--- config.mk ---
export PLATFORM = sky130hd
export DESIGN_NAME = mul_arb
export DESIGN_NICKNAME = d
export VERILOG_FILES = /design/src/rtl/mul_arb.sv
export SDC_FILE = /design/constraint.sdc
export NUM_CORES = 1
export LEC_CHECK = 0
export ABC_CLOCK_PERIOD_IN_PS = 7300
export BUFFER_PORTS_ARGS = -buffer_cell sky130_fd_sc_hd__buf_2
export CAP_MARGIN = 20
export CORE_MARGIN = 4
export CORE_UTILIZATION = 55
export DETAILED_ROUTE_END_ITERATION = 8
export GPL_TIMING_DRIVEN = 0
export PLACE_DENSITY = 0.79
export SETUP_SLACK_MARGIN = 0.02
export SYNTH_ARGS = -nofsm -noshare
export SYNTH_HDL_FRONTEND = slang
export SYNTH_SLANG_ARGS = --single-unit
--- constraint.sdc ---
create_clock -name mclk -period 7.3 [get_ports mclk]
set_input_delay 1.095 -clock mclk [delete_from_list [all_inputs] [get_ports mclk]]
set_output_delay 1.095 -clock mclk [all_outputs]
set_load 0.01 [all_outputs]
--- src/rtl/mul_arb.sv ---
// mul_arb: one iterative 16x16 shift-add multiplier shared round-robin between CPU registers and a HW req/ack port.
// Define MUL_SIGNED_EN to make CTL bit3 select two's-complement CPU multiplies.
module mul_arb #(
   parameter logic [13:0] BASE_ADDR = 14'hA8
) (
   input  logic        mclk,
   input  logic        puc_rst,
   input  logic [13:0] per_addr,
   input  logic [15:0] per_din,
   input  logic        per_en,
   input  logic [1:0]  per_we,
   output logic [15:0] per_dout,
   input  logic        hw_req,
   input  logic [15:0] hw_a,
   input  logic [15:0] hw_b,
   output logic        hw_ack,
   output logic [31:0] hw_res,
   output logic        irq_mul
);
   typedef enum logic [1:0] {IDLE, RUN, DONE} state_t;
   state_t      state_q, state_d;
   logic [15:0] opa_q, opa_d, opb_q, opb_d, reslo_q, reslo_d, reshi_q, reshi_d;
   logic [15:0] mplier_q, mplier_d;
   logic [31:0] mcand_q, mcand_d, acc_q, acc_d, hw_res_q, hw_res_d;
   logic [3:0]  cnt_q, cnt_d;
   logic        ie_q, ie_d, sgn_q, sgn_d, done_q, done_d, ovr_q, ovr_d, pend_q, pend_d;
   logic        last_q, last_d, owner_q, owner_d, neg_q, neg_d, ack_q, ack_d, irq_q, irq_d;
   logic [13:0] off;
   logic        rd, wr, ctl_wr, start_new, cpu_win, grant;
   logic [15:0] mag_a, mag_b;
   logic [31:0] prod;

   assign off       = per_addr - BASE_ADDR;
   assign rd        = per_en & (off < 14'd6) & (per_we == 2'b00);
   assign wr        = per_en & (off < 14'd6) & (per_we == 2'b11);
   assign ctl_wr    = wr & (off == 14'd4);
   assign start_new = ctl_wr & per_din[0] & ~pend_q;
   // last_q=1 means HW owned the multiplier last; a start arriving with hw_req is a tie the CPU wins a cycle later
   assign cpu_win   = pend_q & (~hw_req | last_q);
   assign grant     = pend_q | (hw_req & ~(start_new & last_q));
   assign mag_a     = (sgn_q & opa_q[15]) ? ~opa_q + 16'd1 : opa_q;
   assign mag_b     = (sgn_q & opb_q[15]) ? ~opb_q + 16'd1 : opb_q;
   assign prod      = neg_q ? ~acc_q + 32'd1 : acc_q;
`ifdef MUL_SIGNED_EN
   assign sgn_d     = ctl_wr ? per_din[3] : sgn_q;
`else
   assign sgn_d     = 1'b0;
`endif
   assign per_dout  = !rd ? 16'h0 :
                      off == 14'd0 ? opa_q :
                      off == 14'd1 ? opb_q :
                      off == 14'd2 ? reslo_q :
                      off == 14'd3 ? reshi_q :
                      off == 14'd4 ? {12'h0, sgn_q, ie_q, done_q, pend_q} :
                      {14'h0, owner_q, ovr_q};
   assign hw_ack    = ack_q;
   assign hw_res    = hw_res_q;
   assign irq_mul   = irq_q;

   always_comb begin
      state_d  = state_q;
      opa_d    = (wr && off == 14'd0) ? per_din : opa_q;
      opb_d    = (wr && off == 14'd1) ? per_din : opb_q;
      ie_d     = ctl_wr ? per_din[2] : ie_q;
      ovr_d    = (ctl_wr & per_din[0] & pend_q) | (ovr_q & ~(wr && off == 14'd5 && per_din[0]));
      pend_d   = pend_q | start_new;
      done_d   = done_q & ~start_new;
      reslo_d  = reslo_q;
      reshi_d  = reshi_q;
      hw_res_d = hw_res_q;
      mcand_d  = mcand_q;
      mplier_d = mplier_q;
      acc_d    = acc_q;
      cnt_d    = cnt_q;
      owner_d  = owner_q;
      neg_d    = neg_q;
      last_d   = last_q;
      ack_d    = 1'b0;
      case (state_q)
         IDLE: if (grant) begin
            owner_d  = ~cpu_win;
            neg_d    = cpu_win & sgn_q & (opa_q[15] ^ opb_q[15]);
            mcand_d  = {16'h0, cpu_win ? mag_a : hw_a};
            mplier_d = cpu_win ? mag_b : hw_b;
            acc_d    = 32'h0;
            cnt_d    = 4'd0;
            state_d  = RUN;
         end
         RUN: begin
            acc_d    = acc_q + (mplier_q[0] ? mcand_q : 32'h0);
            mcand_d  = mcand_q << 1;
            mplier_d = mplier_q >> 1;
            cnt_d    = cnt_q + 4'd1;
            state_d  = (cnt_q == 4'd15) ? DONE : RUN;
         end
         DONE: begin
            if (owner_q) begin
               hw_res_d = prod;
               ack_d    = 1'b1;
            end else begin
               {reshi_d, reslo_d} = prod;
               done_d   = 1'b1;
               pend_d   = 1'b0;
            end
            last_d  = owner_q;
            state_d = IDLE;
         end
         default: state_d = IDLE;
      endcase
      irq_d = done_d & ie_d;
   end

   always_ff @(posedge mclk or posedge puc_rst)
      if (puc_rst) begin
         state_q  <= IDLE;
         opa_q    <= 16'h0;
         opb_q    <= 16'h0;
         reslo_q  <= 16'h0;
         reshi_q  <= 16'h0;
         mplier_q <= 16'h0;
         mcand_q  <= 32'h0;
         acc_q    <= 32'h0;
         hw_res_q <= 32'h0;
         cnt_q    <= 4'd0;
         ie_q     <= 1'b0;
         sgn_q    <= 1'b0;
         done_q   <= 1'b0;
         ovr_q    <= 1'b0;
         pend_q   <= 1'b0;
         last_q   <= 1'b1;
         owner_q  <= 1'b0;
         neg_q    <= 1'b0;
         ack_q    <= 1'b0;
         irq_q    <= 1'b0;
      end else begin
         state_q  <= state_d;
         opa_q    <= opa_d;
         opb_q    <= opb_d;
         reslo_q  <= reslo_d;
         reshi_q  <= reshi_d;
         mplier_q <= mplier_d;
         mcand_q  <= mcand_d;
         acc_q    <= acc_d;
         hw_res_q <= hw_res_d;
         cnt_q    <= cnt_d;
         ie_q     <= ie_d;
         sgn_q    <= sgn_d;
         done_q   <= done_d;
         ovr_q    <= ovr_d;
         pend_q   <= pend_d;
         last_q   <= last_d;
         owner_q  <= owner_d;
         neg_q    <= neg_d;
         ack_q    <= ack_d;
         irq_q    <= irq_d;
      end
endmodule

==> Word-level counts from Yosys, hierarchy flattened <==
Index checks and enable logic that the tools add are counted.
{ "totals": {"reg_bits": 190, "output_inout_bits": 50, "wordCells": 95} }
{ "classes": {"n_addsub": 3, "magnitude_cmp": 1, "eq_ne": 10, "mux": 27, "bitwise": 24, "reduce_logical": 12} }
{ "op_table": {"columns": ["operator", "n"], "rows": [
  ["$mux W16", 8],
  ["$pmux W32 S2", 2],
  ["$mux W32", 3],
  ["$add A32 B32 Y32", 1],
  ["$pmux W16 S2", 1],
  ["$eq A14 B2 Y1 const B", 2],
  ["$eq A14 B3 Y1 const B", 2],
  ["$eq A14 B1 Y1 const B", 1],
  ["$logic_not A14 Y1", 1],
  ["$lt A14 B3 Y1 const B", 1],
  ["$sub A14 B8 Y14 const B", 1],
  ["$and A1 B1 Y1", 13],
  ["$pmux W4 S2", 1],
  ["$reduce_and A2 Y1", 4],
  ["$mux W1", 7],
  ["$not A1 Y1", 7],
  ["$add A4 B1 Y4 const B", 1],
  ["$eq A2 B2 Y1 const B", 2],
  ["$eq A4 B4 Y1 const B", 1],
  ["$logic_and A1 B1 Y1", 4],
  ["$logic_not A2 Y1", 2],
  ["$mux W2", 2],
  ["$mux W4", 1],
  ["$or A1 B1 Y1", 4],
  ["other kinds (5)", 5]
]} }

==> Logic depth before layout (Yosys ltp) <==
{ "depth": {"ltp_word": 13, "ltp_mapped": 13} }

==> Least setup slack after synthesis <==
No wires, ideal clock.
{ "synth_path": {"kind": "input-to-output", "start": "input per_addr[3]", "end": "output per_dout[10]", "arrival_ns": 3.121, "setup_slack_ns": 3.084, "stages": 10, "path_cell_list": "inv_1 > ha_1 > and2b_1 > nor3_2 > nor4b_4 > o211ai_4 > or4b_4 > or2_4 > buf_6 > nor2b_1"} }
{ "synth_via": {"elab_chain_cells": 7} }
{ "synth_lines": {"columns": ["element", "line_no", "source"], "rows": [
  ["start, declared", "8", "input logic [13:0] per_addr,"],
  ["$sub A14 B8 Y14 *", "33", "assign off = per_addr - BASE_ADDR;"],
  ["parallel branches: the longest is 5 deep, another holds $lt A14 B3 Y1", null, null],
  ["$mux W16 *", "49", "assign per_dout = !rd ? 16'h0 :"],
  ["end, declared", "12", "output logic [15:0] per_dout,"]
]} }
Every way passes the cells marked *.

==> Final worst setup path <==
{ "layout_path": {"start": "input per_addr[3]", "end": "output per_dout[13]"} }
Same word-level chain as after synthesis.

==> flow_summary.json <==
{
  "full_die_area_um2": 20600,
  "cts-htree-levels": 4,
  "netlist_instances": 1006,
  "crit_path_start_kind": "primary input",
  "grt_setup_unrepaired": "no",
  "die_width_um": 143,
  "yosys_register_bits": 190,
  "clock_sink_count": 190,
  "power_density_nw_per_um2": 310,
  "synth_fp_nets": 1108,
  "synth_enable_flop_cells": 0,
  "core_um2": 18000,
  "finalCritPeriodShare_pct": 62.9,
  "place.detailed.hpwl_um": 20800,
  "wire_length_of_the_first_global_routing_pass_um": 43800,
  "ys_warn_count": 0,
  "flow.area_growth_from_synthesis_pct": 14.6,
  "max_slew.worst_pin.slew_ns": 0.934,
  "postCtsResizedCells": 0,
  "endpoint_kind": "primary output",
  "pwr-share-clk_pct": 25.5,
  "count_of_antenna_diodes_in_the_layout": 0,
  "slew-limit-headroom_pct": 37.8,
  "p_seq_share_pct": 42.7,
  "numPortBuffers": 117,
  "drt_drc_violations_left": 0,
  "place_congestion": 0.997,
  "ys_types": 61,
  "post_cts_hold_buffer_count": 0,
  "final-hold-violation-count": 0,
  "whs_ns": 0.471,
  "vias_per_cell": 5.93,
  "antenna_violations_before_repair": 0,
  "internal_power_mw": 2.19,
  "power.static_leakage_nw": 5.81,
  "combPwrFrac_pct": 31.8,
  "synth_area_um2": 10100,
  "post_drt_wl_per_cell_um": 20.2,
  "grt_usage_pct": 27.8,
  "outcome": "finished, final reports clean",
  "critical_path_class": "in2out",
  "design_power_total_mw": 3.58,
  "synth_largest_area_cell": "sky130_fd_sc_hd__dfrtp_1",
  "yosys-top-cells-count": "192 x sky130_fd_sc_hd__nand2_1, 189 x sky130_fd_sc_hd__dfrtp_1, 62 x sky130_fd_sc_hd__a21oi_1",
  "finalCriticalPeriod_ns": 4.59,
  "insertion_delay_ns": 0.44,
  "clock_pin_slew_reported_for_the_worst_setup_and_hold_paths_after_clock_tree_synthesis_ns": 0.07,
  "cts_root_buffer": "sky130_fd_sc_hd__clkbuf_16",
  "fin_worst_skew_ns": 0.00812,
  "hold_path.class": "reg2reg",
  "routed_wirelength_um": 28000,
  "worstPathArrival_ns": 3.50,
  "final_layout_size_suffix_gt1_share_pct": 21.7,
  "core.rowCount": 49,
  "design.portCount": 118,
  "yosys.area.top_type_share_pct": 46.9,
  "crit_required_ns": 6.20,
  "post-place-ws_ns": 2.73,
  "netlist_top_cells_area": "sky130_fd_sc_hd__dfrtp_1 47%, sky130_fd_sc_hd__nand2_1 7.2%, sky130_fd_sc_hd__mux2_2 6.1%, sky130_fd_sc_hd__ha_1 4.1%, sky130_fd_sc_hd__mux2i_1 3.6%",
  "setup_viol": 0,
  "cts_setup_buffers": 0,
  "irDropWorstVdd_mv": 0.181,
  "p_switching_mw": 1.39,
  "first_global_vias": 8016,
  "asyncSetResetFlopFracSynth_pct": 100,
  "antenna_left": 0,
  "overflow": 0,
  "grt_start_max_net_pins": 117,
  "postSynthAreaPerCell_um2": 10.0,
  "drt-initial-drc-count": 864,
  "switching_share_pct": 38.7,
  "top_ff_cell_synth": "sky130_fd_sc_hd__dfrtp_1",
  "final-max-slew-violation-count": 0,
  "max-clock-path-buffers": 2,
  "number_of_buffers_added_by_the_clock_tree_synthesis_step": 17,
  "yosysMostFrequentCell": "sky130_fd_sc_hd__nand2_1",
  "vias": 8207,
  "nets_finish": 1245,
  "drv.max_cap_violation_count": 0,
  "clock.fmax_mhz": 218,
  "worst-path-max-fanout": 10,
  "yosysSeqAreaShare_pct": 47.2,
  "timing.final.ws_setup_ns": 2.71,
  "vertical_die_dimension_um": 143,
  "detail_route.first_pass.iterations": 5,
  "tritoncts": "yes",
  "floorplan.initialDensity_pct": 56.1
}
==> final timing paths <==
check                      slack [ns]  cells after the start   startpoint      endpoint
min                              0.47                      2    hw_res[6]     hw_res[6]
max                              2.71                     12  per_addr[3]  per_dout[13]
max in group asynchronous        5.63                      3      puc_rst   mplier_q[9]
max reg2reg                      3.81                     12  mplier_q[0]     acc_q[31]
min in group asynchronous        0.73                      2      puc_rst    hw_res[17]
min reg2reg                      0.47                      2    hw_res[6]     hw_res[6]
==> worst max-delay path, stage by stage <==
cell and delay, ns:
sky130_fd_sc_hd__buf_2 0.10, sky130_fd_sc_hd__inv_1 0.04, sky130_fd_sc_hd__ha_1 0.21, sky130_fd_sc_hd__and2b_1 0.24, sky130_fd_sc_hd__nor3_2 0.06, sky130_fd_sc_hd__nor4b_4 0.31
sky130_fd_sc_hd__o211ai_4 0.16, sky130_fd_sc_hd__or4b_4 0.55, sky130_fd_sc_hd__or2_4 0.27, sky130_fd_sc_hd__buf_6 0.15, sky130_fd_sc_hd__nor2b_1 0.14, sky130_fd_sc_hd__buf_2 0.16
==> area by class of cell <==
type / count / area (µm²)
Clock buffer: 19 / 433
Timing Repair Buffer: 118 / 613
Sequential cell: 190 / 4760
Inverter: 17 / 71.3
Buffer: 56 / 277
Tap cell: 229 / 287
Clock inverter: 13 / 131
Multi-Input combinational cell: 743 / 4980
Fill cell: 1398 / 6410
==> cell families (layout without fill, tap and decap cells) <==
| kind of cell | count (synthesis) | count (layout) | synth area share [%] |
|---|---|---|---|
| buffers and inverters | 73 | 223 | 3.38 |
| AND/OR/NAND/NOR | 380 | 380 | 17.4 |
| XOR/XNOR | 28 | 28 | 2.43 |
| adder cells (fa/ha/maj) | 34 | 34 | 4.30 |
| multiplexers | 115 | 115 | 14.0 |
| flip-flops | 190 | 190 | 47.2 |
| AO/OA/AOI/OAI | 186 | 186 | 11.3 |
==> cells in the final DEF (no fill, tap or decap), drive strengths merged, types with 3 or more instances in the layout <==
cell type	count
nand2	192
dfrtp	189
buf	144
o21ai	67
mux2	65
a21oi	62
nor2	52
clkbuf	49
nand3	42
and2	36
mux2i	36
ha	33
inv	23
nor2b	17
xor2	16
mux4	14
xnor2	12
a21o	11
nor3	10
a221o	8
o211ai	7
nand2b	6
o21bai	5
nor3b	4
nand4	4
a22o	4
a211oi	4
clkinv	4
and3b	3
nor4	3
and3	3
a31o	3
or2	3
==> stage by stage <==
stage,TNS [ns],utilization [%],std cells,area [µm²]
final,0,64.3,1385,11500
after global routing,0,64.3,1385,11500
after CTS,0,64.3,1385,11500
after detailed placement,0,61.1,1353,11000
after global placement,-199.62,61.0,1352,10900
after floorplan,0,-,1006,10100
==> power groups by stage <==
stage | sequential [mW] | combinational [mW] | clock [mW]
final | 1.53 | 1.14 | 0.911
after global routing | 1.55 | 1.28 | 0.956
after CTS | 1.52 | 1.13 | 0.916
after detailed placement | 1.53 | 1.12 | 0
after global placement | 1.53 | 1.08 | 0
after floorplan | 1.45 | 0.814 | 0
==> metal layers <==
layer	vias up	global-route usage (%)	routed length (µm)
met3	75	4.83	2210
met2	375	44.3	13100
met5	-	0	0
li1	3771	-	-
met1	3986	37.8	11500
met4	0	12.2	1170
==> flip-flops by register name (all words and copies together), names as in the netlist <==
signal,flops
irq_mul,1
owner_q,1
pend_q,1
opb_q,16
reslo_q,16
ie_q,1
opa_q,16
reshi_q,16
acc_q,32
ovr_q,1
last_q,1
hw_res,32
cnt_q,4
done_q,1
mplier_q,16
state_q,2
mcand_q,32
hw_ack,1
No activity file was read; power rests on OpenSTA's default activity.
